$ cat config.mk
export PLATFORM = sky130hd
export DESIGN_NAME = clock_div_ctrl
export DESIGN_NICKNAME = d
export VERILOG_FILES = /design/src/rtl/clock_div_ctrl.sv
export SDC_FILE = /design/constraint.sdc
export NUM_CORES = 1
export LEC_CHECK = 0
export ABC_AREA = 0
export CAP_MARGIN = 20
export CORE_MARGIN = 2
export CORE_UTILIZATION = 45
export DETAILED_ROUTE_END_ITERATION = 12
export GPL_TIMING_DRIVEN = 1
export PLACE_DENSITY = 0.67
export SLEW_MARGIN = 20
export SYNTH_ARGS = -nofsm -noshare
export SYNTH_HDL_FRONTEND = slang
export SYNTH_SLANG_ARGS = --single-unit
export TNS_END_PERCENT = 10
$ cat constraint.sdc
create_clock -name clk -period 7.06 [get_ports clk]
set_clock_uncertainty 0.1 [all_clocks]
set_input_delay 1.412 -clock clk [delete_from_list [all_inputs] [get_ports clk]]
set_output_delay 1.412 -clock clk [all_outputs]
set_load 0.01 [all_outputs]
$ cat src/rtl/clock_div_ctrl.sv
// Runtime-programmable 50%-duty clock divider with a valid/ready ratio port.
// Ratio changes and stops are deferred to period boundaries so clkout never glitches.
module clock_div_ctrl #(
  parameter int W       = 8,
  parameter int DEF_DIV = 4
) (
  input  logic         clk,
  input  logic         rst,
  input  logic         run_en,
  input  logic         cfg_valid,
  input  logic [W-1:0] cfg_div,
  output logic         cfg_ready,
  output logic         cfg_err,
  output logic         clkout,
  output logic         tick,
  output logic         busy,
  output logic [W-1:0] cur_div
);

  typedef enum logic {IDLE, RUN} state_e;

  state_e       state_q, state_d;
  logic [W-1:0] cnt_q, cnt_d;
  logic [W-1:0] cur_div_q, cur_div_d;
  logic         pend_valid_q, pend_valid_d;
  logic [W-1:0] pend_div_q, pend_div_d;
  logic         cfg_err_q, cfg_err_d;
  logic         tick_q, tick_d;
  logic         pos_hi_q, pos_hi_d;
  logic         neg_hi_q;
  logic         accept;
  logic         boundary;

  // ceil(d/2) without needing a W+1-bit intermediate, so d = 2^W-1 is safe.
  function automatic logic [W-1:0] half_up(input logic [W-1:0] d);
    return (d >> 1) + {{(W-1){1'b0}}, d[0]};
  endfunction

  // NOTE: every signal written here gets a default first, so no path leaves one unassigned and no latch is inferred.
  always_comb begin
    state_d      = state_q;
    cnt_d        = cnt_q;
    cur_div_d    = cur_div_q;
    pend_valid_d = pend_valid_q;
    pend_div_d   = pend_div_q;
    cfg_err_d    = 1'b0;
    tick_d       = 1'b0;
    accept       = cfg_valid & ~pend_valid_q;
    boundary     = (state_q == RUN) && (cnt_q == cur_div_q - W'(1));

    case (state_q)
      IDLE: begin
        if (pend_valid_q) begin
          cur_div_d    = pend_div_q;
          pend_valid_d = 1'b0;
        end
        if (run_en) begin
          state_d = RUN;
          cnt_d   = '0;
          tick_d  = 1'b1;
        end
      end
      RUN: begin
        if (boundary) begin
          cnt_d = '0;
          if (pend_valid_q) begin
            cur_div_d    = pend_div_q;
            pend_valid_d = 1'b0;
          end
          if (run_en) tick_d  = 1'b1;
          else        state_d = IDLE;
        end else begin
          cnt_d = cnt_q + W'(1);
        end
      end
      default: state_d = IDLE;
    endcase

    // An accept only happens with the slot empty, so it never collides with an apply above.
    if (accept) begin
      if (cfg_div < W'(2)) begin
        cfg_err_d = 1'b1;
      end else begin
        pend_valid_d = 1'b1;
        pend_div_d   = cfg_div;
      end
    end

    pos_hi_d = (state_d == RUN) && (cnt_d < half_up(cur_div_d));
  end

  // NOTE: state flops use non-blocking assignments so every flop samples pre-edge values.
  always_ff @(posedge clk) begin
    if (rst) begin
      state_q      <= IDLE;
      cnt_q        <= '0;
      cur_div_q    <= W'(DEF_DIV);
      pend_valid_q <= 1'b0;
      cfg_err_q    <= 1'b0;
      tick_q       <= 1'b0;
      pos_hi_q     <= 1'b0;
    end else begin
      state_q      <= state_d;
      cnt_q        <= cnt_d;
      cur_div_q    <= cur_div_d;
      pend_valid_q <= pend_valid_d;
      cfg_err_q    <= cfg_err_d;
      tick_q       <= tick_d;
      pos_hi_q     <= pos_hi_d;
    end
  end

  // NOTE: pend_div_q is a data register qualified by pend_valid_q, so it is deliberately left out of reset.
  always_ff @(posedge clk) begin
    pend_div_q <= pend_div_d;
  end

  // Half-cycle delayed copy of pos_hi; ANDed in for odd ratios to trim half a cycle.
  always_ff @(negedge clk) begin
    if (rst) neg_hi_q <= 1'b0;
    else     neg_hi_q <= pos_hi_q;
  end

  assign clkout    = cur_div_q[0] ? (pos_hi_q & neg_hi_q) : pos_hi_q;
  assign tick      = tick_q;
  assign busy      = (state_q == RUN);
  assign cur_div   = cur_div_q;
  assign cfg_ready = ~pend_valid_q;
  assign cfg_err   = cfg_err_q;

endmodule

* Word-level counts from Yosys, hierarchy flattened
Index checks and enable logic that the tools add are counted.
Storage, ports and cells: register bits 30, bits in latches 0, bits in writable memories 0, bits in read-only memories 0, input bits 12, output and inout port bits 13, logic and storage cells 42, memories kept 0
Operators by class: $add $sub $neg 3, multiply operators 0, div/mod/pow operators 0, magnitude comparators 2, eq/ne operators 1, shift-type cells 0, multiplexer cells 17, bitwise logic cells 6, reduce and logical (&&, ||, !) cells 4
Operators by type and width (count):
- two-way mux 8 bit | 4
- one-hot mux 8 bit (2 select lines) | 2
- adder 7 x 1 -> 8 bit | 1
- adder 8 x 1 -> 8 bit (second input constant) | 1
- equality test 8 bit | 1
- less-than comparator 8 x 2 -> 1 bit (second input constant) | 1
- less-than comparator 8 bit | 1
- two-way mux 1 bit | 8
- subtractor 8 x 1 -> 8 bit (second input constant) | 1
- one-hot mux 1 bit (2 select lines) | 3
- NOT 1 bit | 4
- bitwise AND 1 bit | 2
- logical AND 1 bit | 2
- AND reduction 2 bit | 1
- OR reduction 2 bit | 1

* Longest topological paths before layout
word-level depth 8, mapped depth 20, depth with buffers taken out 18

==> flow_metrics.env <==
export IMPL_preCtsSetupSlack_ns=1.06
export IMPL_worst_path_buf_inv=1
export IMPL_finalMaxSlewViolations=0
export IMPL_timing_hold_violations_final=0
export IMPL_leading_cell_types_by_total_area_after_synthesis="dfxtp_1 22%, edfxtp_1 12%, ha_1 7.0%"
export IMPL_fill_cells=382
export IMPL_holdBufCountCts=0
export IMPL_fraction_of_final_layout_cells_with_drive_strength_greater_than_1=0.0944
export IMPL_cts_sinks=30
export IMPL_worstSetupPathType="flip-flop to output port"
export IMPL_synth_seq_area_share=0.348
export IMPL_worst_slack_ns=0.766
export IMPL_place_inst=275
export IMPL_setup_violations_final=0
export IMPL_synthDominantCellAreaShare=0.225
export IMPL_tritoncts_clock_tree="built"
export IMPL_design_die_area_mm2=0.00490
export IMPL_via_count_of_the_first_global_routing_pass=1569
export IMPL_clock_tree_root_cell="clkbuf_8"
export IMPL_synth_edff_count=8
export IMPL_grt_first_pass_wirelength_um=7330
export IMPL_synthesis_yosys_warnings=0
export IMPL_maxCapViolations=0
export IMPL_yosys_cell_count_top_type="dfxtp_1"
export IMPL_status="completed"
export IMPL_quantity_of_i_o_buffers_inserted_on_ports=24
export IMPL_cp_end_kind="output port"
export IMPL_hold_ws_ns=0.483
export IMPL_min_path_type="flip-flop to flip-flop"
export IMPL_crit_path_max_incr_delay_ns=0.52
export IMPL_leakage_nw=0.894
export IMPL_groute_layer_met3_usage=0.0491
export IMPL_synth_top_area_cell="dfxtp_1"
export IMPL_cp_max_fo=1
export IMPL_final_nets=255
export IMPL_synth_top_cells_by_count="22 x dfxtp_1, 14 x nand3_1, 14 x nor2_1, 13 x nand2_1, 11 x ha_1"
export IMPL_fp_dieH_um=70.0
export IMPL_worst_setup_start_kind="flip-flop"
export IMPL_globalRouteTotalUtil=0.188
export IMPL_starting_utilization_of_the_core_area=0.479
export IMPL_power_per_cell_area_mw_per_mm2=191
export IMPL_cts_repair_resized=0
export IMPL_wl_um=4260
export IMPL_placeableCoreArea_mm2=0.00409
export IMPL_flow_area_growth_from_synthesis_pct=17.2
export IMPL_vias=1612
export IMPL_max_slew_margin_rel=0.322
export IMPL_io_pins=25
export IMPL_drt_vias_per_instance=5.70
export IMPL_drt_pre_antenna_iters=6
export IMPL_multi_input_gate_area_mm2=0.00116
export IMPL_gr_total_overflow=0
export IMPL_gp_congestion=0.875
export IMPL_grt_start_max_net_pins=21
export IMPL_hpwl_um=3310
export IMPL_clk_insertion_delay_late_ns=0.28
export IMPL_globalRouteMet2Util=0.312
export IMPL_met1_usage=0.240
export IMPL_syn_area_mm2=0.00196
export IMPL_critical_path_cell_chain="o21a_1, clkdlybuf4s50_1"
export IMPL_synth_main_ff_cell="dfxtp_1"
export IMPL_timing_critical_path_arrival_ns=4.78
export IMPL_yosys_register_bits=30
export IMPL_floorplan_die_width_um=70.0
export IMPL_globalRoute_busiestLayer="met2"
export IMPL_required_ns=5.55
export IMPL_max_clock_path_buffers=2
export IMPL_post_syn_instances=211
export IMPL_drt_iter0_drc=117
export IMPL_post_synth_cell_area_avg_um2=9.28
export IMPL_unrepaired_setup_endpoints_after_global_routing="false"
export IMPL_postCtsSetupRepairBufs=0
export IMPL_number_of_buffers_inserted_during_clock_tree_synthesis=5
export IMPL_grt_antenna_before_repair=0
export IMPL_slowest_stage="clkdlybuf4s50_1"
export IMPL_layoutNonFillerInstCount=283
export IMPL_ir_drop_v=0.000143
export IMPL_cpLargestDelayFamily="buffers and inverters"
export IMPL_syn_num_nets=234
export IMPL_fp_row_count=23
export IMPL_final_seq_area_um2=681
export IMPL_diodes=0
export IMPL_synth_lib_cells_used_distinct=51
export IMPL_postSynth_asyncResetShare=0
export IMPL_post_route_drc_count=0
export IMPL_clk_transition_reported_paths_ns=0.07
export IMPL_totalNegativeSetupSlack_ns=0
export IMPL_post_drt_wl_per_cell_um=15.0
export IMPL_design_power_total_mw=0.438
export IMPL_tightestPinTransition_ns=1.02
export IMPL_drtAntennaViolNets=0
export IMPL_count_of_h_tree_levels_built_during_cts=2
-- per-layer routing --
layer / wire [um] / share of wire / vias to the layer above
met1: 1920 / 0.45 / 752
met2: 2070 / 0.49 / 49
met4: 42 / 0.0099 / 0
met3: 218 / 0.051 / 6
li1: - / - / 805
met5: 0 / 0 / -
-- worst reg2reg max path: stages (launching register included) --
cell      delay [ns]
dfxtp_1         0.51
inv_1           0.17
ha_1            0.32
xor2_1          0.19
nor4_1          0.05
and3_1          0.21
o21ba_4         0.22
o21ai_2         0.78
mux2_4          0.31
ha_1            0.30
ha_1            0.36
nand3_1         0.09
or2_1           0.21
a32o_1          0.26
ha_1            0.27
and4_1          0.20
o211ai_1        0.10
o2111a_1        0.26
-- area by class of cell --
class,count,share of cell area
well taps,50,0.0273
repair buffers,24,0.105
clock buffers,6,0.0316
clock inverters,3,0.0180
inverters,9,0.0147
multi-input cells,161,0.507
flip-flops and latches,30,0.297
-- cell families after synthesis --
group,synth area share
simple gates,0.250
compound gates,0.155
flops,0.348
buf+inv,0.0581
xor+xnor,0.0537
mux,0.0645
fa+ha+maj,0.0703
-- power breakdown --
group          internal [mW]  leakage [nW]  total, mW  switching [mW]
Clock                  0.106        0.0567      0.174          0.0678
Combinational         0.0347         0.581     0.0669          0.0322
Sequential             0.185         0.256      0.198          0.0125
-- placed cells by master (no fill, tap or decap), drive strengths merged, types with 8 or more instances in the layout --
| cell | synthesis | routed |
|---|---|---|
| clkdlybuf4s50 | 0 | 24 |
| nand3 | 14 | 14 |
| nand2 | 13 | 13 |
| ha | 11 | 11 |
| nor2 | 14 | 14 |
| a21oi | 8 | 8 |
| nor3 | 8 | 8 |
| dfxtp | 22 | 22 |
| edfxtp | 8 | 8 |
| and2 | 10 | 10 |
| a31oi | 8 | 8 |
| inv | 10 | 10 |
-- path summary, 6_finish.rpt --
| check | startpoint | to | slack [ns] | depth (start not counted) |
|---|---|---|---|---|
| setup reg to reg | cur_div[0] | pos_hi_q | 2.05 | 17 |
| setup / recovery | neg_hi_q | clkout | 0.77 | 2 |
| hold / removal | pend_valid_q | pend_valid_q | 0.48 | 2 |
| hold reg to reg | pend_valid_q | pend_valid_q | 0.48 | 2 |
-- per-stage QoR --
step                utilization  instance area [um2]
global placement          0.535                 2180
CTS                       0.562                 2290
global route              0.562                 2290
floorplan                     -                 1960
finish                    0.562                 2290
detailed placement        0.535                 2180
-- registers in the layout (all words and copies together) (netlist names) --
name	cells
cnt_q	8
cur_div	8
pend_div_q	8
busy	1
cfg_err	1
neg_hi_q	1
pend_valid_q	1
pos_hi_q	1
tick	1
Note: power is estimated with default switching activity, not from simulation.
